[config.mk]
export PLATFORM = sky130hd
export DESIGN_NAME = shift_add_mult_ctrl
export DESIGN_NICKNAME = d
export VERILOG_FILES = /design/src/rtl/mult_defs.sv /design/src/rtl/shift_add_mult_ctrl_adder.sv /design/src/rtl/shift_add_mult_ctrl.sv
export SDC_FILE = /design/constraint.sdc
export NUM_CORES = 1
export LEC_CHECK = 0
export CAP_MARGIN = 20
export CORE_UTILIZATION = 48
export CTS_BUF_LIST = sky130_fd_sc_hd__clkbuf_8
export DETAILED_ROUTE_END_ITERATION = 8
export PLACE_DENSITY = 0.78
export REMOVE_ABC_BUFFERS = 1
export SETUP_SLACK_MARGIN = 0.2
export SYNTH_ARGS = -nofsm -noshare
export SYNTH_HDL_FRONTEND = slang
export SYNTH_SLANG_ARGS = --single-unit
[constraint.sdc]
create_clock -name clk -period 3.7 [get_ports clk]
set_clock_uncertainty 0.05 [all_clocks]
set_input_delay 0.555 -clock clk [delete_from_list [all_inputs] [get_ports clk]]
set_output_delay 0.555 -clock clk [all_outputs]
set_load 0.1 [all_outputs]
[src/rtl/mult_defs.sv]
// Shared encodings for the shift-and-add multiplier controller and its bench.
package mult_defs;
    localparam logic [1:0] ST_IDLE = 2'd0;
    localparam logic [1:0] ST_CALC = 2'd1;
    localparam logic [1:0] ST_DONE = 2'd2;
endpackage

[src/rtl/shift_add_mult_ctrl_adder.sv]
// N-bit ripple-carry adder; the single shared datapath adder of the multiplier.
module AdderNbit #(
    parameter int N = 8
) (
    input  logic [N-1:0] a,
    input  logic [N-1:0] b,
    input  logic         cin,
    output logic [N-1:0] sum,
    output logic         cout
);
    always_comb begin
        logic c;
        sum = '0;
        c   = cin;
        for (int i = 0; i < N; i++) begin
            sum[i] = a[i] ^ b[i] ^ c;
            c      = (a[i] & b[i]) | (c & (a[i] ^ b[i]));
        end
        cout = c;
    end
endmodule

[src/rtl/shift_add_mult_ctrl.sv]
// Sequential unsigned N x N shift-and-add multiplier: one add per cycle for N
// cycles, then a one-cycle done pulse with the registered 2N-bit product.
module shift_add_mult_ctrl
    import mult_defs::*;
#(
    parameter  int N  = 8,
    localparam int CW = $clog2(N + 1)
) (
    input  logic           clk,
    input  logic           rst,
    input  logic           start,
    input  logic [N-1:0]   multiplicand,
    input  logic [N-1:0]   multiplier,
    output logic           busy,
    output logic           done,
    output logic [2*N-1:0] product
);
    logic [1:0]    state;
    logic [N-1:0]  m_reg;
    logic [N-1:0]  a_reg;
    logic [N-1:0]  q_reg;
    logic [CW-1:0] cnt;

    logic [N-1:0]  add_b;
    logic [N-1:0]  sum;
    logic          carry;

    assign add_b = q_reg[0] ? m_reg : '0;

    AdderNbit #(.N(N)) u_adder (
        .a    (a_reg),
        .b    (add_b),
        .cin  (1'b0),
        .sum  (sum),
        .cout (carry)
    );

    assign busy = (state == ST_CALC);
    assign done = (state == ST_DONE);

    always_ff @(posedge clk) begin
        if (rst) begin
            state   <= ST_IDLE;
            m_reg   <= '0;
            a_reg   <= '0;
            q_reg   <= '0;
            cnt     <= '0;
            product <= '0;
        end else begin
            case (state)
                ST_IDLE, ST_DONE: begin
                    if (start) begin
                        m_reg <= multiplicand;
                        q_reg <= multiplier;
                        a_reg <= '0;
                        cnt   <= CW'(N);
                        state <= ST_CALC;
                    end else begin
                        state <= ST_IDLE;
                    end
                end
                ST_CALC: begin
                    // Right shift of {carry, sum, Q}: carry lands in A's MSB, sum LSB enters Q.
                    a_reg <= {carry, sum[N-1:1]};
                    q_reg <= {sum[0], q_reg[N-1:1]};
                    cnt   <= cnt - CW'(1);
                    if (cnt == CW'(1)) begin
                        product <= {carry, sum, q_reg[N-1:1]};
                        state   <= ST_DONE;
                    end
                end
                default: state <= ST_IDLE;
            endcase
        end
    end
endmodule
==> results of run 1 <==
area by class of cell:
type / count / area (µm²) / area share [%]
sequential: 46 / 923.4 / 38.10
inverter: 12 / 57.56 / 2.375
multi-input combinational: 128 / 910.9 / 37.58
clock buffer: 5 / 68.82 / 2.839
tap: 48 / 60.06 / 2.478
timing repair buffer: 41 / 395.4 / 16.31
clock inverter: 2 / 7.507 / 0.3098
path summary, 6_finish.rpt:
| check | startpoint | to | depth (start not counted) |
|---|---|---|---|
| worst max register to register | m_reg[0]$_SDFFE_PP0P_ | a_reg[6]$_SDFFE_PP0P_ | 12 |
| worst min-delay path | m_reg[0]$_SDFFE_PP0P_ | m_reg[0]$_SDFFE_PP0P_ | 2 |
| worst max-delay path | m_reg[0]$_SDFFE_PP0P_ | a_reg[6]$_SDFFE_PP0P_ | 12 |
| worst min register to register | m_reg[0]$_SDFFE_PP0P_ | m_reg[0]$_SDFFE_PP0P_ | 2 |
cell usage after synthesis, types with 2 or more instances:
cell | count | area, µm²
sky130_fd_sc_hd__dfxtp_1 | 46 | 920.9
sky130_fd_sc_hd__a21oi_1 | 28 | 140.1
sky130_fd_sc_hd__nand2_1 | 24 | 90.09
sky130_fd_sc_hd__nand3_1 | 19 | 95.09
sky130_fd_sc_hd__inv_1 | 11 | 41.29
sky130_fd_sc_hd__nand2b_1 | 11 | 68.82
sky130_fd_sc_hd__a22o_2 | 8 | 80.08
sky130_fd_sc_hd__a22oi_1 | 8 | 60.06
sky130_fd_sc_hd__o2bb2ai_1 | 8 | 70.07
sky130_fd_sc_hd__fa_1 | 7 | 140.1
sky130_fd_sc_hd__clkbuf_1 | 6 | 22.52
sky130_fd_sc_hd__buf_2 | 5 | 25.02
sky130_fd_sc_hd__buf_1 | 3 | 11.26
sky130_fd_sc_hd__ha_1 | 3 | 37.54
sky130_fd_sc_hd__buf_6 | 2 | 22.52
sky130_fd_sc_hd__nor2b_1 | 2 | 12.51
per-layer routing:
metal  global-route usage [%]  routed length (µm)  vias up
met5                        0                   0        -
met3                    5.035                 171        8
met4                    10.60                 120        0
met2                    34.79                2063       42
li1                         -                   -      757
met1                    27.12                1862      763
cells in the final DEF, fill, tap and decap left out:
master,count
sky130_fd_sc_hd__dfxtp_1,44
sky130_fd_sc_hd__clkdlybuf4s50_1,35
sky130_fd_sc_hd__a21oi_1,26
sky130_fd_sc_hd__nand2_1,24
sky130_fd_sc_hd__nand3_1,19
sky130_fd_sc_hd__inv_1,12
sky130_fd_sc_hd__nand2b_1,11
sky130_fd_sc_hd__a22oi_1,8
sky130_fd_sc_hd__a22o_2,8
sky130_fd_sc_hd__o2bb2ai_1,7
sky130_fd_sc_hd__fa_2,6
sky130_fd_sc_hd__buf_4,6
sky130_fd_sc_hd__clkbuf_8,5
sky130_fd_sc_hd__nor2b_1,2
sky130_fd_sc_hd__a21oi_2,2
sky130_fd_sc_hd__ha_1,2
sky130_fd_sc_hd__dfxtp_2,2
sky130_fd_sc_hd__inv_2,1
sky130_fd_sc_hd__and2_4,1
sky130_fd_sc_hd__or3b_4,1
sky130_fd_sc_hd__o21ba_1,1
sky130_fd_sc_hd__or3_1,1
sky130_fd_sc_hd__nand3b_1,1
sky130_fd_sc_hd__or2_2,1
sky130_fd_sc_hd__clkinv_8,1
sky130_fd_sc_hd__nor3_1,1
sky130_fd_sc_hd__a211oi_1,1
sky130_fd_sc_hd__a311oi_1,1
sky130_fd_sc_hd__o2bb2ai_2,1
sky130_fd_sc_hd__nor2_1,1
sky130_fd_sc_hd__fa_1,1
sky130_fd_sc_hd__ha_4,1
where the power goes:
| part | internal (W) | total, W | switching [W] |
|---|---|---|---|
| combinational | 0.0000470 | 0.000121 | 0.0000737 |
| clock | 0.000125 | 0.000283 | 0.000158 |
| sequential | 0.000513 | 0.000527 | 0.0000136 |
| total | 0.000685 | 0.000930 | 0.000245 |
logic make-up (layout without fill, tap and decap cells):
group | count (synthesis) | count (layout) | synth area share, %
buf+inv | 28 | 60 | 7.208
flops | 46 | 46 | 47.79
fa+ha+maj | 10 | 10 | 9.221
compound gates | 55 | 55 | 19.55
simple gates | 63 | 63 | 16.23
through the flow:
stage               total power, W  cells
floorplan                0.0006022    186
global placement         0.0006539    274
detailed placement       0.0006563    274
CTS                      0.0009313    281
global route             0.0009722    282
finish                   0.0009302    282
repair_timing:
action / CTS / global route
setup endpoints to repair: 4 / 3
resized for setup: 6 / 9
buffers inserted: 0 / 1
worst register-to-register path, delay by kind of cell (launching register included):
kind / cells / cell delay (ns)
simple gates: 2 / 0.31
fa+ha+maj: 8 / 2.66
flops: 1 / 0.33
compound gates: 1 / 0.11
buf+inv: 1 / 0.03
==> qor.csv, run 1 <==
metric,value,unit
Die X-Extent,65.36,µm
utilization after layout,64.74,%
Fin Hold WS,0.4193,ns
Final Hold Vio Count,0,
number of flip-flops in the largest register,16,
Final nets,263,
drc violations,0,
buffers and inverters on the worst path,1,
average instance area after synthesis,9.539,µm²
CP dominant cell by count,sky130_fd_sc_hd__fa_2,
Tcrit/Tclk final,95.98,%
number of routed nets with antenna violations,0,
CTS tree,yes,
reg2reg setup slack,0.15,ns
Max Buffers Root-to-Sink,2,
Critical Path RT,3.88,ns
run status,"finished, final reports clean",
number of sinks on the clock net,46,
detailed-route via count,1570,
combined global-route utilization of all metal layers,21.64,%
largest reg by FF count,product,
cell area power density,383.8,mW/mm²
Sum Neg Setup Slack,0,ns
setup slack after layout,0.1486,ns
crit end category,flop,
Placer Congestion,0.7769,
slew of the pin with the lowest slew margin,1.038,ns
initial antenna violation count,0,
largest net degree at the start of global routing,28,
number of inserted filler cells in the final layout,338,
quantity of I/O buffers inserted on ports,36,
synthesized instance count,202,
global-route wire length before repair,6934,µm
pre-CTS worst setup slack,-0.07421,ns
Detailed Place HPWL,2641,µm
RSZ-0062 raised after global routing,yes,
total length of routed wires,4216,µm
share of flip-flops with an asynchronous set or reset,0,%
synthesized flop and latch total,46,
headroom to the max-slew limit,30.83,%
Hold Buf Count CTS,0,
delay of the slowest critical-path stage,0.45,ns
post-layout instance area,0.002424,mm²
share of the yosys chip area belonging to registers,47.79,%
cell with the largest stage delay on the worst path,sky130_fd_sc_hd__fa_1,
leftover overflow at the end of global routing,0,
WS Path Type,reg -> reg,
standby leakage power,0.8133,nW
class of the worst hold path,reg -> reg,
Clock Root Buffer,sky130_fd_sc_hd__clkbuf_8,
row count,22,
top_reg_cell synth,sky130_fd_sc_hd__dfxtp_1,
data arrival time of the critical path,3.73,ns
placeable core region,0.003744,mm²
cells traversed along the worst timing path,and2_4 -> ha_4 -> inv_2 -> fa_2 -> fa_2 -> fa_2 -> fa_2 -> fa_2 -> fa_2 -> fa_1 -> nand2b_1 -> a21oi_2,
drt wl/cell,14.95,µm
vias in the first global route,1523,
count of flip-flops with a built-in enable after synthesis,0,
proportion of layout cells with a drive suffix above 1,15.38,%
die height,65.36,µm
first-pass detailed-route iteration total,4,
Starting Density,51.47,%
via-per-instance ratio,5.567,
total die area,0.004272,mm²
Max Fanout on Critical Path,2,
"IR drop worst, VDD",260.1,µV
max-cap violations,0,
total placed instance area,0.002293,mm²
diode count,0,
post-route minimum period,3.551,ns
CTS clock-pin slew for the worst setup and hold paths,0.08,ns
count of boundary I/O pins,37,
Netlist cell types,27,
number of slew-limit violations in the final report,0,
clock buffer count from CTS,5,
Final Setup Violations,0,
critical path's top delay family,adder cells,
Syn-to-layout area delta,25.78,%
latest clock arrival within the worst-skew pair,0.29,ns
depth of the CTS H-tree,2,
crit start category,flop,
Detailed Route Iter0 Violations,118,
Max Clock Freq,281.6,MHz
Syn. warnings,0,
synthesized cell area,0.001927,mm²
Note: power is estimated with default switching activity, not from simulation.
==> inputs of run 2 (changes only) <==
Settings changed: CORE_ASPECT_RATIO set to 0.75, CORE_UTILIZATION 48 to 55, DONT_BUFFER_PORTS set to 1, HOLD_SLACK_MARGIN set to 0.06, PLACE_DENSITY 0.78 to 0.73.
==> run 2 against run 1 <==
Net effect: non-clock buffer count decreased by 36; wire length is 5.7% lower; hold slack lost 0.15 ns; largest power group unchanged; clock power barely moved; critical path depth did not move; via count is 8.0% lower; core utilization is 2.6 points lower; final area is 15% lower; sequential power grew 0.8%.
==> qor.csv, run 2 (synthesis results as in run 1) <==
metric,value,unit,change
run status,"finished, final reports clean",,
detailed-route via count,1445,,-8.0%
Syn-to-layout area delta,6.818,%,
total length of routed wires,3975,µm,-5.7%
startpoint of the lowest-slack register-to-register path,m_reg[0]$_SDFFE_PP0P_,,
Clock Root Buffer,sky130_fd_sc_hd__clkbuf_8,,
diode count,0,,unchanged
delay of the slowest critical-path stage,0.54,ns,+0.09 ns
largest net degree at the start of global routing,32,,+14%
Starting Density,58.20,%,+6.7 points
count of boundary I/O pins,37,,unchanged
die height,53.26,µm,-19%
Tcrit/Tclk final,96.54,%,+0.55 points
buffers and inverters on the worst path,1,,unchanged
clock buffer count from CTS,5,,unchanged
hold path cells,1,,-1
utilization after layout,62.17,%,-2.6 points
combined global-route utilization of all metal layers,22.21,%,+0.58 points
Hold Buf Count CTS,0,,unchanged
Detailed Place HPWL,2475,µm,-6.3%
latest clock arrival within the worst-skew pair,0.30,ns,about the same
number of inserted filler cells in the final layout,259,,-23%
proportion of layout cells with a drive suffix above 1,18.18,%,+2.8 points
critical path's top delay family,adder cells,,
Max Clock Freq,280.0,MHz,-0.57%
depth of the CTS H-tree,2,,unchanged
Final Hold Vio Count,0,,unchanged
placeable core region,0.003311,mm²,-12%
CTS clock-pin slew for the worst setup and hold paths,0.08,ns,about the same
number of slew-limit violations in the final report,0,,unchanged
Sequential Area,923.4,µm²,unchanged
Final nets,227,,-14%
"number of placed instances, taps included",230,,-16%
Critical Path RT,3.83,ns,-0.05 ns
CP dominant cell by count,sky130_fd_sc_hd__fa_2,,
Max Buffers Root-to-Sink,2,,unchanged
cell area power density,438.7,mW/mm²,+14%
row count,18,,-18%
data arrival time of the critical path,3.71,ns,-0.02 ns
number of flip-flops in the largest register,16,,unchanged
max-cap violations,0,,unchanged
first-pass detailed-route iteration total,4,,unchanged
r2r endpoint,a_reg[6]$_SDFFE_PP0P_,,
reg2reg setup slack,0.13,ns,-0.02 ns
RSZ-0062 raised after global routing,yes,,
cells traversed along the worst timing path,and2_4 -> ha_4 -> inv_2 -> fa_2 -> fa_2 -> fa_2 -> fa_2 -> fa_2 -> fa_2 -> fa_2 -> nand2b_1 -> a21oi_1,,
initial antenna violation count,0,,unchanged
Final Setup Violations,0,,unchanged
headroom to the max-slew limit,29.45,%,-1.4 points
Worst Hold Launch,rst,,
post-route minimum period,3.572,ns,+0.02045 ns
total area of multi-input combinational cells,913.4,µm²,+0.27%
crit start category,flop,,
Die X-Extent,70.35,µm,+7.6%
global-route wire length before repair,6216,µm,-10%
total die area,0.003747,mm²,-12%
leftover overflow at the end of global routing,0,,unchanged
vias in the first global route,1276,,-16%
Placer Congestion,0.7774,,about the same
drc violations,0,,unchanged
number of sinks on the clock net,46,,unchanged
Detailed Route Iter0 Violations,118,,unchanged
largest reg by FF count,product,,
WS Path Type,reg -> reg,,
quantity of I/O buffers inserted on ports,0,,-100%
crit end category,flop,,
Hold Path Sink,m_reg[0]$_SDFFE_PP0P_,,
cell with the largest stage delay on the worst path,sky130_fd_sc_hd__fa_2,,
Sum Neg Setup Slack,0,ns,unchanged
drt wl/cell,16.70,µm,+12%
standby leakage power,0.6895,nW,-15%
source of the critical timing path,m_reg[0]$_SDFFE_PP0P_,,
via-per-instance ratio,6.071,,+9.1%
CTS tree,yes,,
class of the worst hold path,in -> reg,,
Max Fanout on Critical Path,2,,unchanged
final instance count without filler cells,238,,-16%
"leading cell types in the layout, fill and taps excluded","sky130_fd_sc_hd__dfxtp_1 (44), sky130_fd_sc_hd__a21oi_1 (27), sky130_fd_sc_hd__nand2_1 (24)",,
number of cells on the worst reg-to-reg path,12,,unchanged
number of routed nets with antenna violations,0,,unchanged
"IR drop worst, VDD",286.7,µV,+10%
slew of the pin with the lowest slew margin,1.053,ns,+0.01591 ns
most common library cell in the layout ignoring fill and taps,sky130_fd_sc_hd__dfxtp_1,,
[run 2: cell count changes in the layout (fill, tap and decap cells not counted), sizes merged]
cell | before | now
buf | 6 | 5
clkdlybuf4s50 | 35 | 0
[run 2: cell type report]
type | instances | share of cell area (%)
clock buffer | 5 | 3.343
clock inverter | 2 | 0.3647
inverter | 12 | 2.796
multi-input combinational | 128 | 44.38
sequential | 46 | 44.86
tap | 40 | 2.432
timing repair buffer | 5 | 1.824
[run 2: what timing repair did]
action / in CTS / in global routing
setup endpoints to repair: 4 / 3
setup buffers: 0 / 1
pin swaps: 2 / 1
gates resized for setup: 8 / 7
[run 2: worst register-to-register path, stage by stage, from the launching register on]
cell and delay (ns):
sky130_fd_sc_hd__dfxtp_2 0.33, sky130_fd_sc_hd__and2_4 0.14, sky130_fd_sc_hd__ha_4 0.11, sky130_fd_sc_hd__inv_2 0.03
sky130_fd_sc_hd__fa_2 0.33, sky130_fd_sc_hd__fa_2 0.37, sky130_fd_sc_hd__fa_2 0.34, sky130_fd_sc_hd__fa_2 0.34
sky130_fd_sc_hd__fa_2 0.34, sky130_fd_sc_hd__fa_2 0.35, sky130_fd_sc_hd__fa_2 0.54, sky130_fd_sc_hd__nand2b_1 0.10
sky130_fd_sc_hd__a21oi_1 0.07
[run 2: report_power, final]
part | total [W] | internal (W) | switching [W]
sequential | 0.000531 | 0.000513 | 0.0000176
clock | 0.000282 | 0.000125 | 0.000158
combinational | 0.0000896 | 0.0000289 | 0.0000608
[run 2: metal layers]
layer  vias up  routed length, µm  global-route usage, %
li1        683                  -                      -
met3         7                239                  5.524
met1       712               1856                  29.61
met5         -                  0                      0
met4         0                 85                  12.00
met2        43               1793                  33.33
[run 2: worst max path at each step]
stage	to	slack (ns)	cells past startpoint
after CTS	a_reg[6]$_SDFFE_PP0P_	0.11	12
final	a_reg[6]$_SDFFE_PP0P_	0.13	12
after global placement	a_reg[6]$_SDFFE_PP0P_	-0.01	12
after global routing	a_reg[6]$_SDFFE_PP0P_	0.05	11
after detailed placement	a_reg[6]$_SDFFE_PP0P_	-0.1	12
after floorplan	a_reg[6]$_SDFFE_PP0P_	-0.14	12
[run 2: per-stage QoR]
step / cell area [µm²] / setup WS (ns) / hold WS (ns) / total power (W)
global placement: 1928 / -0.01058 / 0.3865 / 0.0006255
finish: 2058 / 0.1281 / 0.2675 / 0.0009030
floorplan: 1846 / -0.1355 / 0.3757 / 0.0006022
detailed placement: 1928 / -0.09713 / 0.3949 / 0.0006293
global route: 2058 / 0.04855 / 0.2513 / 0.0009382
CTS: 2022 / 0.1093 / 0.2519 / 0.0009092
==> inputs of run 3 (changes only) <==
Settings changed: CORE_UTILIZATION 55 to 50.
==> run 3 against run 2 <==
Net effect: worst setup slack improved by 0.029 ns; clock-buffer cell count unchanged; die area increased by 9.7%; largest cell class unchanged.
==> qor.csv, run 3 (synthesis results as in run 1) <==
metric,value,unit,change
count of boundary I/O pins,37,,unchanged
cell with the largest stage delay on the worst path,sky130_fd_sc_hd__fa_2,,
CP dominant cell by count,sky130_fd_sc_hd__fa_2,,
Detailed Route Iter0 Violations,118,,unchanged
number of sinks on the clock net,46,,unchanged
most common library cell in the layout ignoring fill and taps,sky130_fd_sc_hd__dfxtp_1,,
run status,"finished, final reports clean",,
largest reg by FF count,product,,
CTS tree,yes,,
detailed-route via count,1412,,-2.3%
cells traversed along the worst timing path,and2_4 -> ha_4 -> inv_2 -> fa_2 -> fa_2 -> fa_2 -> fa_2 -> fa_2 -> fa_2 -> fa_2 -> nand2b_1 -> a21oi_1,,
data arrival time of the critical path,3.69,ns,-0.02 ns
crit end category,flop,,
global-route wire length before repair,6617,µm,+6.5%
WS Path Type,reg -> reg,,
Max Buffers Root-to-Sink,2,,unchanged
total placed instance area,0.001943,mm²,+0.78%
drc violations,0,,unchanged
via-per-instance ratio,5.648,,-7.0%
quantity of I/O buffers inserted on ports,0,,unchanged
"leading cell types in the layout, fill and taps excluded","sky130_fd_sc_hd__dfxtp_1 (44), sky130_fd_sc_hd__a21oi_1 (28), sky130_fd_sc_hd__nand2_1 (24)",,
first-pass detailed-route iteration total,5,,+1
leftover overflow at the end of global routing,0,,unchanged
Placer Congestion,0.8225,,+5.8%
proportion of layout cells with a drive suffix above 1,17.68,%,-0.51 points
total die area,0.004108,mm²,+9.7%
placeable core region,0.003685,mm²,+11%
Final nets,226,,-0.44%
diode count,0,,unchanged
Clock Root Buffer,sky130_fd_sc_hd__clkbuf_8,,
headroom to the max-slew limit,29.33,%,-0.13 points
Starting Density,52.29,%,-5.9 points
post-layout instance area,0.002064,mm²,+0.30%
Detailed Place HPWL,2600,µm,+5.0%
combined global-route utilization of all metal layers,21.62,%,-0.59 points
Max Clock Freq,282.2,MHz,+0.81%
largest net degree at the start of global routing,32,,unchanged
slew of the pin with the lowest slew margin,1.055,ns,+0.001892 ns
depth of the CTS H-tree,2,,unchanged
cell area power density,445.8,mW/mm²,+1.6%
Syn-to-layout area delta,7.143,%,
die height,55.76,µm,+4.7%
total length of routed wires,4050,µm,+1.9%
Final Hold Vio Count,0,,unchanged
number of slew-limit violations in the final report,0,,unchanged
Critical Path RT,3.85,ns,+0.02 ns
vias in the first global route,1367,,+7.1%
latest clock arrival within the worst-skew pair,0.30,ns,about the same
row count,19,,+1
CTS clock-pin slew for the worst setup and hold paths,0.09,ns,about the same
class of the worst hold path,in -> reg,,
crit start category,flop,,
drt wl/cell,16.20,µm,-3.0%
standby leakage power,0.6780,nW,-1.7%
"IR drop worst, VDD",240.1,µV,-16%
RSZ-0062 raised after global routing,yes,,
number of flip-flops in the largest register,16,,unchanged
Max Fanout on Critical Path,2,,unchanged
clock buffer count from CTS,5,,unchanged
max-cap violations,0,,unchanged
utilization after layout,56.03,%,-6.1 points
Final Setup Violations,0,,unchanged
initial antenna violation count,0,,unchanged
Hold Buf Count CTS,0,,unchanged
number of routed nets with antenna violations,0,,unchanged
Tcrit/Tclk final,95.76,%,-0.78 points
delay of the slowest critical-path stage,0.54,ns,about the same
Die X-Extent,73.68,µm,+4.7%
post-route minimum period,3.543,ns,-0.02883 ns
[run 3: cell count changes in the layout (fill, tap and decap cells not counted), sizes merged]
cell	change
buf	-1
inv	-1
clkinv	+2
[run 3: metrics by stage]
| step | total power [W] | std cells | worst slack, ns | TNS (ns) | hold WS [ns] |
|---|---|---|---|---|---|
| 2_1_floorplan | 0.0006022 | 186 | -0.1355 | -0.2118 | 0.3757 |
| 3_3_place_gp | 0.0006255 | 242 | -0.01262 | -0.01262 | 0.3851 |
| 3_5_place_dp | 0.0006303 | 242 | -0.1043 | -0.1630 | 0.3876 |
| 4_1_cts | 0.0009280 | 250 | 0.1432 | 0 | 0.2448 |
| 5_1_grt | 0.0009645 | 250 | 0.07498 | 0 | 0.2282 |
| 6_report | 0.0009203 | 250 | 0.1570 | 0 | 0.2575 |
[run 3: final timing paths]
kind,startpoint,end,slack (ns),depth (start not counted)
worst min register to register,m_reg[0]$_SDFFE_PP0P_,m_reg[0]$_SDFFE_PP0P_,0.40,2
worst min-delay path,rst,m_reg[0]$_SDFFE_PP0P_,0.26,1
worst max register to register,q_reg[0]$_SDFFE_PP0P_,a_reg[6]$_SDFFE_PP0P_,0.16,12
worst max-delay path,q_reg[0]$_SDFFE_PP0P_,a_reg[6]$_SDFFE_PP0P_,0.16,12
[run 3: final cells by class]
cell class	count	area [µm²]
clock buffer	5	68.82
inverter	12	57.56
timing repair buffer	4	30.03
fill	316	1620
clock inverter	3	17.52
tap	52	65.06
multi-input combinational	128	902.1
sequential	46	923.4
[run 3: worst max-delay path: cells and delay by family, from the launching register on]
family	cells	cell delay, ns
adder cells (fa/ha/maj)	8	2.72
buffers and inverters	1	0.03
AND/OR/NAND/NOR	2	0.24
AO/OA/AOI/OAI	1	0.06
flip-flops	1	0.34
[run 3: per-layer routing]
layer	global-route usage (%)	up-vias	routed length (µm)
met5	0	-	0
met4	7.692	0	58
met3	8.152	7	305
met2	31.06	44	1848
met1	29.66	685	1837
li1	-	676	-
[run 3: what timing repair did]
| item | 4_1_cts | 5_1_grt |
|---|---|---|
| pin swaps | 0 | 0 |
| setup buffers | 0 | 0 |
| setup endpoints to repair | 4 | 3 |
| resized for setup | 8 | 5 |
[run 3: power by group]
| group | total [W] | switching (W) | internal (W) |
|---|---|---|---|
| clock | 0.000299 | 0.000168 | 0.000131 |
| sequential | 0.000531 | 0.0000175 | 0.000513 |
| combinational | 0.0000906 | 0.0000616 | 0.0000290 |
| total | 0.000920 | 0.000247 | 0.000673 |
